===== src/rtl/imem_dmem_arbiter_if.sv =====
// Core-side fetch/data ports, memory-side controls and debug counters of the arbiter.
interface imem_dmem_arbiter_if #(
    parameter int unsigned ADDR_W = 6,
    parameter int unsigned DATA_W = 32,
    parameter int unsigned CNT_W  = 16
);
    logic              f_req;
    logic [ADDR_W-1:0] f_addr;
    logic              f_ack;
    logic [DATA_W-1:0] f_rdata;

    logic              d_req;
    logic              d_we;
    logic [ADDR_W-1:0] d_addr;
    logic [DATA_W-1:0] d_wdata;
    logic              d_ack;
    logic [DATA_W-1:0] d_rdata;

    logic              busy;

    logic              mem_en;
    logic              mem_we;
    logic [ADDR_W-1:0] mem_addr;
    logic [DATA_W-1:0] mem_wdata;
    logic [DATA_W-1:0] mem_rdata;

    logic [CNT_W-1:0]  f_grants;
    logic [CNT_W-1:0]  d_grants;

    // Arbiter view
    modport slave (
        input  f_req, f_addr, d_req, d_we, d_addr, d_wdata, mem_rdata,
        output f_ack, f_rdata, d_ack, d_rdata, busy,
               mem_en, mem_we, mem_addr, mem_wdata, f_grants, d_grants
    );

    // Requester / memory / debug view
    modport master (
        output f_req, f_addr, d_req, d_we, d_addr, d_wdata, mem_rdata,
        input  f_ack, f_rdata, d_ack, d_rdata, busy,
               mem_en, mem_we, mem_addr, mem_wdata, f_grants, d_grants
    );
endinterface


===== src/rtl/imem_dmem_arbiter.sv =====
// Round-robin arbiter sharing one synchronous-read memory between fetch and data ports.
module imem_dmem_arbiter #(
    parameter int unsigned ADDR_W = 6,
    parameter int unsigned DATA_W = 32,
    parameter int unsigned CNT_W  = 16
) (
    input  logic                 clk,
    input  logic                 rst,
    imem_dmem_arbiter_if.slave   bus
);
    localparam logic [1:0] S_IDLE   = 2'd0;
    localparam logic [1:0] S_ACCESS = 2'd1;
    localparam logic [1:0] S_WAIT   = 2'd2;
    localparam logic [1:0] S_RESP   = 2'd3;

    localparam logic OWN_F = 1'b0;
    localparam logic OWN_D = 1'b1;

    logic [1:0]        state_q,     state_d;
    logic              owner_q,     owner_d;
    logic              wr_q,        wr_d;
    logic              last_q,      last_d;
    logic              busy_q,      busy_d;
    logic              mem_en_q,    mem_en_d;
    logic              mem_we_q,    mem_we_d;
    logic [ADDR_W-1:0] mem_addr_q,  mem_addr_d;
    logic [DATA_W-1:0] mem_wdata_q, mem_wdata_d;
    logic [DATA_W-1:0] f_rdata_q,   f_rdata_d;
    logic [DATA_W-1:0] d_rdata_q,   d_rdata_d;
    logic              f_ack_q,     f_ack_d;
    logic              d_ack_q,     d_ack_d;
    logic [CNT_W-1:0]  f_cnt_q,     f_cnt_d;
    logic [CNT_W-1:0]  d_cnt_q,     d_cnt_d;
    logic              pick_data;

    // Next-state and registered-output logic
    always_comb begin
        state_d     = state_q;
        owner_d     = owner_q;
        wr_d        = wr_q;
        last_d      = last_q;
        mem_en_d    = mem_en_q;
        mem_we_d    = mem_we_q;
        mem_addr_d  = mem_addr_q;
        mem_wdata_d = mem_wdata_q;
        f_rdata_d   = f_rdata_q;
        d_rdata_d   = d_rdata_q;
        f_ack_d     = 1'b0;
        d_ack_d     = 1'b0;
        f_cnt_d     = f_cnt_q;
        d_cnt_d     = d_cnt_q;
        // Data wins when alone, or when contested and fetch had the last grant
        pick_data   = bus.d_req && (!bus.f_req || (last_q == OWN_F));

        case (state_q)
            S_IDLE: begin
                if (bus.f_req || bus.d_req) begin
                    owner_d  = pick_data ? OWN_D : OWN_F;
                    last_d   = pick_data ? OWN_D : OWN_F;
                    wr_d     = pick_data && bus.d_we;
                    mem_en_d = 1'b1;
                    mem_we_d = pick_data && bus.d_we;
                    state_d  = S_ACCESS;
                    if (pick_data) begin
                        mem_addr_d  = bus.d_addr;
                        mem_wdata_d = bus.d_wdata;
                        if (d_cnt_q != '1) d_cnt_d = d_cnt_q + CNT_W'(1);
                    end else begin
                        mem_addr_d  = bus.f_addr;
                        mem_wdata_d = '0;
                        if (f_cnt_q != '1) f_cnt_d = f_cnt_q + CNT_W'(1);
                    end
                end
            end
            S_ACCESS: begin
                mem_en_d = 1'b0;
                mem_we_d = 1'b0;
                state_d  = S_WAIT;
            end
            S_WAIT: begin
                if (owner_q == OWN_F) begin
                    f_rdata_d = bus.mem_rdata;
                    f_ack_d   = 1'b1;
                end else begin
                    if (!wr_q) d_rdata_d = bus.mem_rdata;
                    d_ack_d = 1'b1;
                end
                state_d = S_RESP;
            end
            S_RESP: begin
                state_d = S_IDLE;
            end
            default: begin
                state_d = S_IDLE;
            end
        endcase

        busy_d = (state_d != S_IDLE);
    end

    // State and output registers with synchronous reset
    always_ff @(posedge clk) begin
        if (rst) begin
            state_q     <= S_IDLE;
            owner_q     <= OWN_F;
            wr_q        <= 1'b0;
            last_q      <= OWN_D;
            busy_q      <= 1'b0;
            mem_en_q    <= 1'b0;
            mem_we_q    <= 1'b0;
            mem_addr_q  <= '0;
            mem_wdata_q <= '0;
            f_rdata_q   <= '0;
            d_rdata_q   <= '0;
            f_ack_q     <= 1'b0;
            d_ack_q     <= 1'b0;
            f_cnt_q     <= '0;
            d_cnt_q     <= '0;
        end else begin
            state_q     <= state_d;
            owner_q     <= owner_d;
            wr_q        <= wr_d;
            last_q      <= last_d;
            busy_q      <= busy_d;
            mem_en_q    <= mem_en_d;
            mem_we_q    <= mem_we_d;
            mem_addr_q  <= mem_addr_d;
            mem_wdata_q <= mem_wdata_d;
            f_rdata_q   <= f_rdata_d;
            d_rdata_q   <= d_rdata_d;
            f_ack_q     <= f_ack_d;
            d_ack_q     <= d_ack_d;
            f_cnt_q     <= f_cnt_d;
            d_cnt_q     <= d_cnt_d;
        end
    end

    assign bus.f_ack     = f_ack_q;
    assign bus.f_rdata   = f_rdata_q;
    assign bus.d_ack     = d_ack_q;
    assign bus.d_rdata   = d_rdata_q;
    assign bus.busy      = busy_q;
    assign bus.mem_en    = mem_en_q;
    assign bus.mem_we    = mem_we_q;
    assign bus.mem_addr  = mem_addr_q;
    assign bus.mem_wdata = mem_wdata_q;
    assign bus.f_grants  = f_cnt_q;
    assign bus.d_grants  = d_cnt_q;
endmodule

===== src/flat_wrapper.sv =====
// flat-port wrapper written by rule: the top's interface ports become plain ports
module imem_dmem_arbiter_flat 
#(
    parameter int unsigned ADDR_W = 6,
    parameter int unsigned DATA_W = 32,
    parameter int unsigned CNT_W  = 16
)
  (clk, rst, bus_f_req, bus_f_addr, bus_d_req, bus_d_we, bus_d_addr, bus_d_wdata, bus_mem_rdata, bus_f_ack, bus_f_rdata, bus_d_ack, bus_d_rdata, bus_busy, bus_mem_en, bus_mem_we, bus_mem_addr, bus_mem_wdata, bus_f_grants, bus_d_grants);
  imem_dmem_arbiter_if #(.ADDR_W(ADDR_W), .DATA_W(DATA_W), .CNT_W(CNT_W)) bus_i ();
  input  logic clk;
  input  logic rst;
  input wire logic [$bits(bus_i.f_req)-1:0] bus_f_req;
  input wire logic [$bits(bus_i.f_addr)-1:0] bus_f_addr;
  input wire logic [$bits(bus_i.d_req)-1:0] bus_d_req;
  input wire logic [$bits(bus_i.d_we)-1:0] bus_d_we;
  input wire logic [$bits(bus_i.d_addr)-1:0] bus_d_addr;
  input wire logic [$bits(bus_i.d_wdata)-1:0] bus_d_wdata;
  input wire logic [$bits(bus_i.mem_rdata)-1:0] bus_mem_rdata;
  output wire logic [$bits(bus_i.f_ack)-1:0] bus_f_ack;
  output wire logic [$bits(bus_i.f_rdata)-1:0] bus_f_rdata;
  output wire logic [$bits(bus_i.d_ack)-1:0] bus_d_ack;
  output wire logic [$bits(bus_i.d_rdata)-1:0] bus_d_rdata;
  output wire logic [$bits(bus_i.busy)-1:0] bus_busy;
  output wire logic [$bits(bus_i.mem_en)-1:0] bus_mem_en;
  output wire logic [$bits(bus_i.mem_we)-1:0] bus_mem_we;
  output wire logic [$bits(bus_i.mem_addr)-1:0] bus_mem_addr;
  output wire logic [$bits(bus_i.mem_wdata)-1:0] bus_mem_wdata;
  output wire logic [$bits(bus_i.f_grants)-1:0] bus_f_grants;
  output wire logic [$bits(bus_i.d_grants)-1:0] bus_d_grants;
  assign bus_i.f_req = bus_f_req;
  assign bus_i.f_addr = bus_f_addr;
  assign bus_i.d_req = bus_d_req;
  assign bus_i.d_we = bus_d_we;
  assign bus_i.d_addr = bus_d_addr;
  assign bus_i.d_wdata = bus_d_wdata;
  assign bus_i.mem_rdata = bus_mem_rdata;
  assign bus_f_ack = bus_i.f_ack;
  assign bus_f_rdata = bus_i.f_rdata;
  assign bus_d_ack = bus_i.d_ack;
  assign bus_d_rdata = bus_i.d_rdata;
  assign bus_busy = bus_i.busy;
  assign bus_mem_en = bus_i.mem_en;
  assign bus_mem_we = bus_i.mem_we;
  assign bus_mem_addr = bus_i.mem_addr;
  assign bus_mem_wdata = bus_i.mem_wdata;
  assign bus_f_grants = bus_i.f_grants;
  assign bus_d_grants = bus_i.d_grants;
  imem_dmem_arbiter #(.ADDR_W(ADDR_W), .DATA_W(DATA_W), .CNT_W(CNT_W)) u_core (.clk(clk), .rst(rst), .bus(bus_i));
endmodule

===== config.mk =====
export PLATFORM = sky130hd
export DESIGN_NAME = imem_dmem_arbiter_flat
export DESIGN_NICKNAME = d
export VERILOG_FILES = /design/src/rtl/imem_dmem_arbiter_if.sv /design/src/rtl/imem_dmem_arbiter.sv /design/src/flat_wrapper.sv
export SDC_FILE = /design/constraint.sdc
export NUM_CORES = 1
export LEC_CHECK = 0
export CORE_UTILIZATION = 47
export DETAILED_ROUTE_END_ITERATION = 8
export GPL_ROUTABILITY_DRIVEN = 0
export PLACE_DENSITY = 0.81
export REMOVE_ABC_BUFFERS = 1
export SYNTH_ARGS = -nofsm -noshare
export SYNTH_HDL_FRONTEND = slang
export SYNTH_SLANG_ARGS = --single-unit

===== constraint.sdc =====
create_clock -name clk -period 3.74 [get_ports clk]
set_input_delay 0.374 -clock clk [delete_from_list [all_inputs] [get_ports clk]]
set_output_delay 0.374 -clock clk [all_outputs]
set_load 0.05 [all_outputs]

==> metrics.md <==
| Metric | Value |
|---|---|
| Area grow syn2layout | 49.54% |
| H-tree depth | 4 |
| Setup Skew | ~6.5 ps |
| Die area | 0.01250 sq mm |
| Vias in the first global route | 5356 |
| Die Ht | roughly 110 um |
| IO Count | between 200 and 250 |
| Setup bufs post-CTS | 0 |
| GRT overflow | 0 |
| Seq/Total Area, Yosys | roughly half |
| Largest area contributor in the netlist | dfxtp_1 |
| Post-synth design cell area | between 0.005 and 0.006 sq mm |
| Fin util | about three quarters |
| Buffers on Ports | between 200 and 250 |
| # nets final | around 950 |
| Worst Hold Endpoint | u_core.bus.d_rdata[13] |
| Most used DFF post-synth | dfxtp_1 |
| Detailed-route via count | 5613 |
| ANT nets after route | 0 |
| Fmax | ~420 MHz |
| GRT Total Usage | 25.57% |
| Ys async rst share | 0% |
| # resized after CTS | 0 |
| Yosys reg bits | about 140 |
| Initial core utilization | about half |
| Standard-cell row count | 39 |
| Total CTS buffers | 17 |
| Failing checks | design-rule violations |
| Most frequent cells in the layout | 218 x clkdlybuf4s50_1, 145 x nand2_1, 144 x dfxtp_1 |
| Worst-Margin Slew | about 900 ps |
| CP required | approximately 4000 ps |
| # DRC | 16 |
| RR Endpoint | u_core.bus.d_grants[11] |
| Crit-path max FO | 12 |
| RSZ-0062 raised after global routing | no |
| First-pass GRT wire length | between 20000 and 30000 um |
| Slew margin rel. | 39.56% |
| Clock Tree Root | clkbuf_16 |
| LEAKAGE | 2.944 nW |
| Slew Limit Fails | 0 |
| Dpl cells | 985 |
| Drt wl/cell | about 16 um |
| Worst setup EP type | register |
| Top cell type's share of synthesized area | between 50% and 60% |
| Most common cell after layout, fill and taps aside | clkdlybuf4s50_1 |
| Fill cell count | between 800 and 900 |
| Drt first pass iters | 7 |
| Detailed placement HPWL | between 10000 and 15000 um |
| Pin count of the biggest net entering global routing | roughly 90 |
| Number of library cell types mapped by synthesis | 47 |
| Worst EP arrival | roughly 2700 ps |
| Status | complete, but fails checks |
| Type of the tightest min-delay check | reg -> reg |
| Final std cells w/o fill | roughly 1000 |
| Post-route cell area | roughly 0.0085 sq mm |
| Die width | 111.8 um |
| Fin crit period | roughly 2400 ps |
| Cells after Synth | 660 |
| Vias per cell | 5.519 |
| Initial antenna violation count | 0 |
| CTS max path bufs | 2 |
| Slowest cell on crit path | a21boi_2 |
| Number of synthesized flops with an enable pin | 0 |
| Clock transition at path regs | 60 ps |
| Hold Startpoint | u_core.bus.d_rdata[13] |
| Part of the cycle the worst path needs | between 60% and 70% |
| Clk sinks | 144 |
| Drt total wl | 16080 um |
| Worst skew pair latency | approximately 410 ps |
| TritonCTS clock tree | built |
| Worst VDD drop | 0.2907 mV |
| Post-placement setup slack | approximately 1000 ps |
| Final setup viols | 0 |
| Layout cells sized above 1 | between 7 and 8% |
| DP Area | roughly 0.008 sq mm |
| Critical path class | in -> reg |
| Worst Setup Slack, final | between 1000 and 1500 ps |
| Warnings, synthesis | 0 |
| Worst R2R Setup Slack | ~1500 ps |
| Worst Setup Start Kind | primary input |
| Post-route setup TNS | 0 ps |
| Top cells by area, synth | dfxtp_1 51%, nand2_1 9.6%, a21oi_1 7.7% |
| Worst Hold Path Cells | 2 |
| Delay-heaviest family, CP | simple AND/OR/NAND/NOR gates |
| Diode count | 0 |
| Critical Path, Cell by Cell | clkdlybuf4s50_1, a21boi_2, nand4_2, or4_1, a21oi_1 |
| Post-Syn Area per Cell | approximately 8.6 sq um |
| R2R Path Start | u_core.last_q |
| Core area | about 0.012 sq mm |
| Count of buffer and inverter cells on the critical path | 1 |
| Final Hold Violating Endpoints | 0 |
| Max-cap viol count | 0 |
| CP max stage delay | approximately 730 ps |
| Count of hold-fix buffers inserted at cts | 0 |
| Reg2reg path depth | 4 |
| Pwr/cell area | about 580 mW/mm^2 |
| Number of DRC markers in iteration 0 | 405 |
[through the flow]
step	total power (W)	hold WS, ps
floorplan	0.002753	443.1
global placement	0.003300	441.0
detailed placement	0.003345	448.1
CTS	0.004919	455.3
global route	0.005091	473.5
finish	0.004887	453.3
[layer usage]
metal | part of all wire (%) | global-route usage, % | wire length (um)
met1 | 39 | 28.95 | 6306
met2 | 49 | 43.77 | 7942
met3 | 7.5 | 6.151 | 1198
met4 | 3.9 | 15.14 | 629
met5 | 0 | 0 | 0
[synth_stat cells, types with 2 or more instances]
library cell	number
or4_1	12
nand2_1	145
clkbuf_1	34
nor4_1	5
ha_1	5
and3_1	6
nor2b_1	12
or3_1	5
inv_1	8
nand3_1	11
nor2_1	56
a21oi_1	87
dfxtp_1	144
nor3_1	6
o21ai_0	5
o31ai_1	13
mux2i_1	7
nand4_1	6
or2_2	3
buf_2	8
mux2_1	4
nand4_4	2
a41oi_1	2
nor4b_1	4
nor4b_2	2
a22oi_1	33
nand2b_1	4
a211oi_1	6
a311oi_1	2
mux2_2	5
buf_1	2
[final cells by class]
class | instances | area (sq um) | area share, %
Clock buffer | 19 | 442.9 | 5.226
Clock inverter | 13 | 113.9 | 1.343
Inverter | 8 | 30.03 | 0.3543
Multi-Input combinational cell | 463 | 2577 | 30.41
Sequential cell | 144 | 2883 | 34.01
Tap cell | 143 | 178.9 | 2.111
Timing Repair Buffer | 227 | 2250 | 26.54
[flip-flops by register name, indices dropped and copies added (netlist names), 2 cells and up]
signal and flops:
u_core.bus.mem_addr 6, u_core.bus.mem_wdata 32, u_core.bus.f_rdata 32, u_core.bus.f_grants 16, u_core.state_q 2, u_core.bus.d_grants 16
u_core.bus.d_rdata 32
[kinds of logic after synthesis]
| kind of cell | synth area share (%) |
|---|---|
| AO/OA/AOI/OAI | 16.47 |
| buffers and inverters | 3.819 |
| flip-flops | 50.86 |
| multiplexers | 3.024 |
| AND/OR/NAND/NOR | 24.72 |
| adder cells (fa/ha/maj) | 1.104 |
[power breakdown]
part	internal [W]	switching (W)	total, W
Clock	0.000931	0.000649	0.00158
Sequential	0.00170	0.0000947	0.00179
Combinational	0.000506	0.00101	0.00152
[how the worst max path moves through the flow]
stage                                    endpoint       from  slack (ps)  cells past startpoint
final                     u_core.bus.d_grants[11]  bus_d_req        1370                      5
after global routing      u_core.bus.d_grants[11]  bus_d_req        1220                      5
after CTS                 u_core.bus.d_grants[11]  bus_d_req        1380                      5
after detailed placement  u_core.bus.d_grants[11]  bus_d_req         980                      5
after global placement    u_core.bus.d_grants[13]  bus_d_req        1050                      5
after floorplan                   u_core.bus.busy  bus_d_req         610                      3
[worst min-delay path: cells and delay by family (launching register included)]
| family | cells | cell delay, ps |
|---|---|---|
| simple gates | 1 | 50 |
| compound gates | 1 | 50 |
| flops | 1 | 300 |
Power figures use the tool's default switching activity.
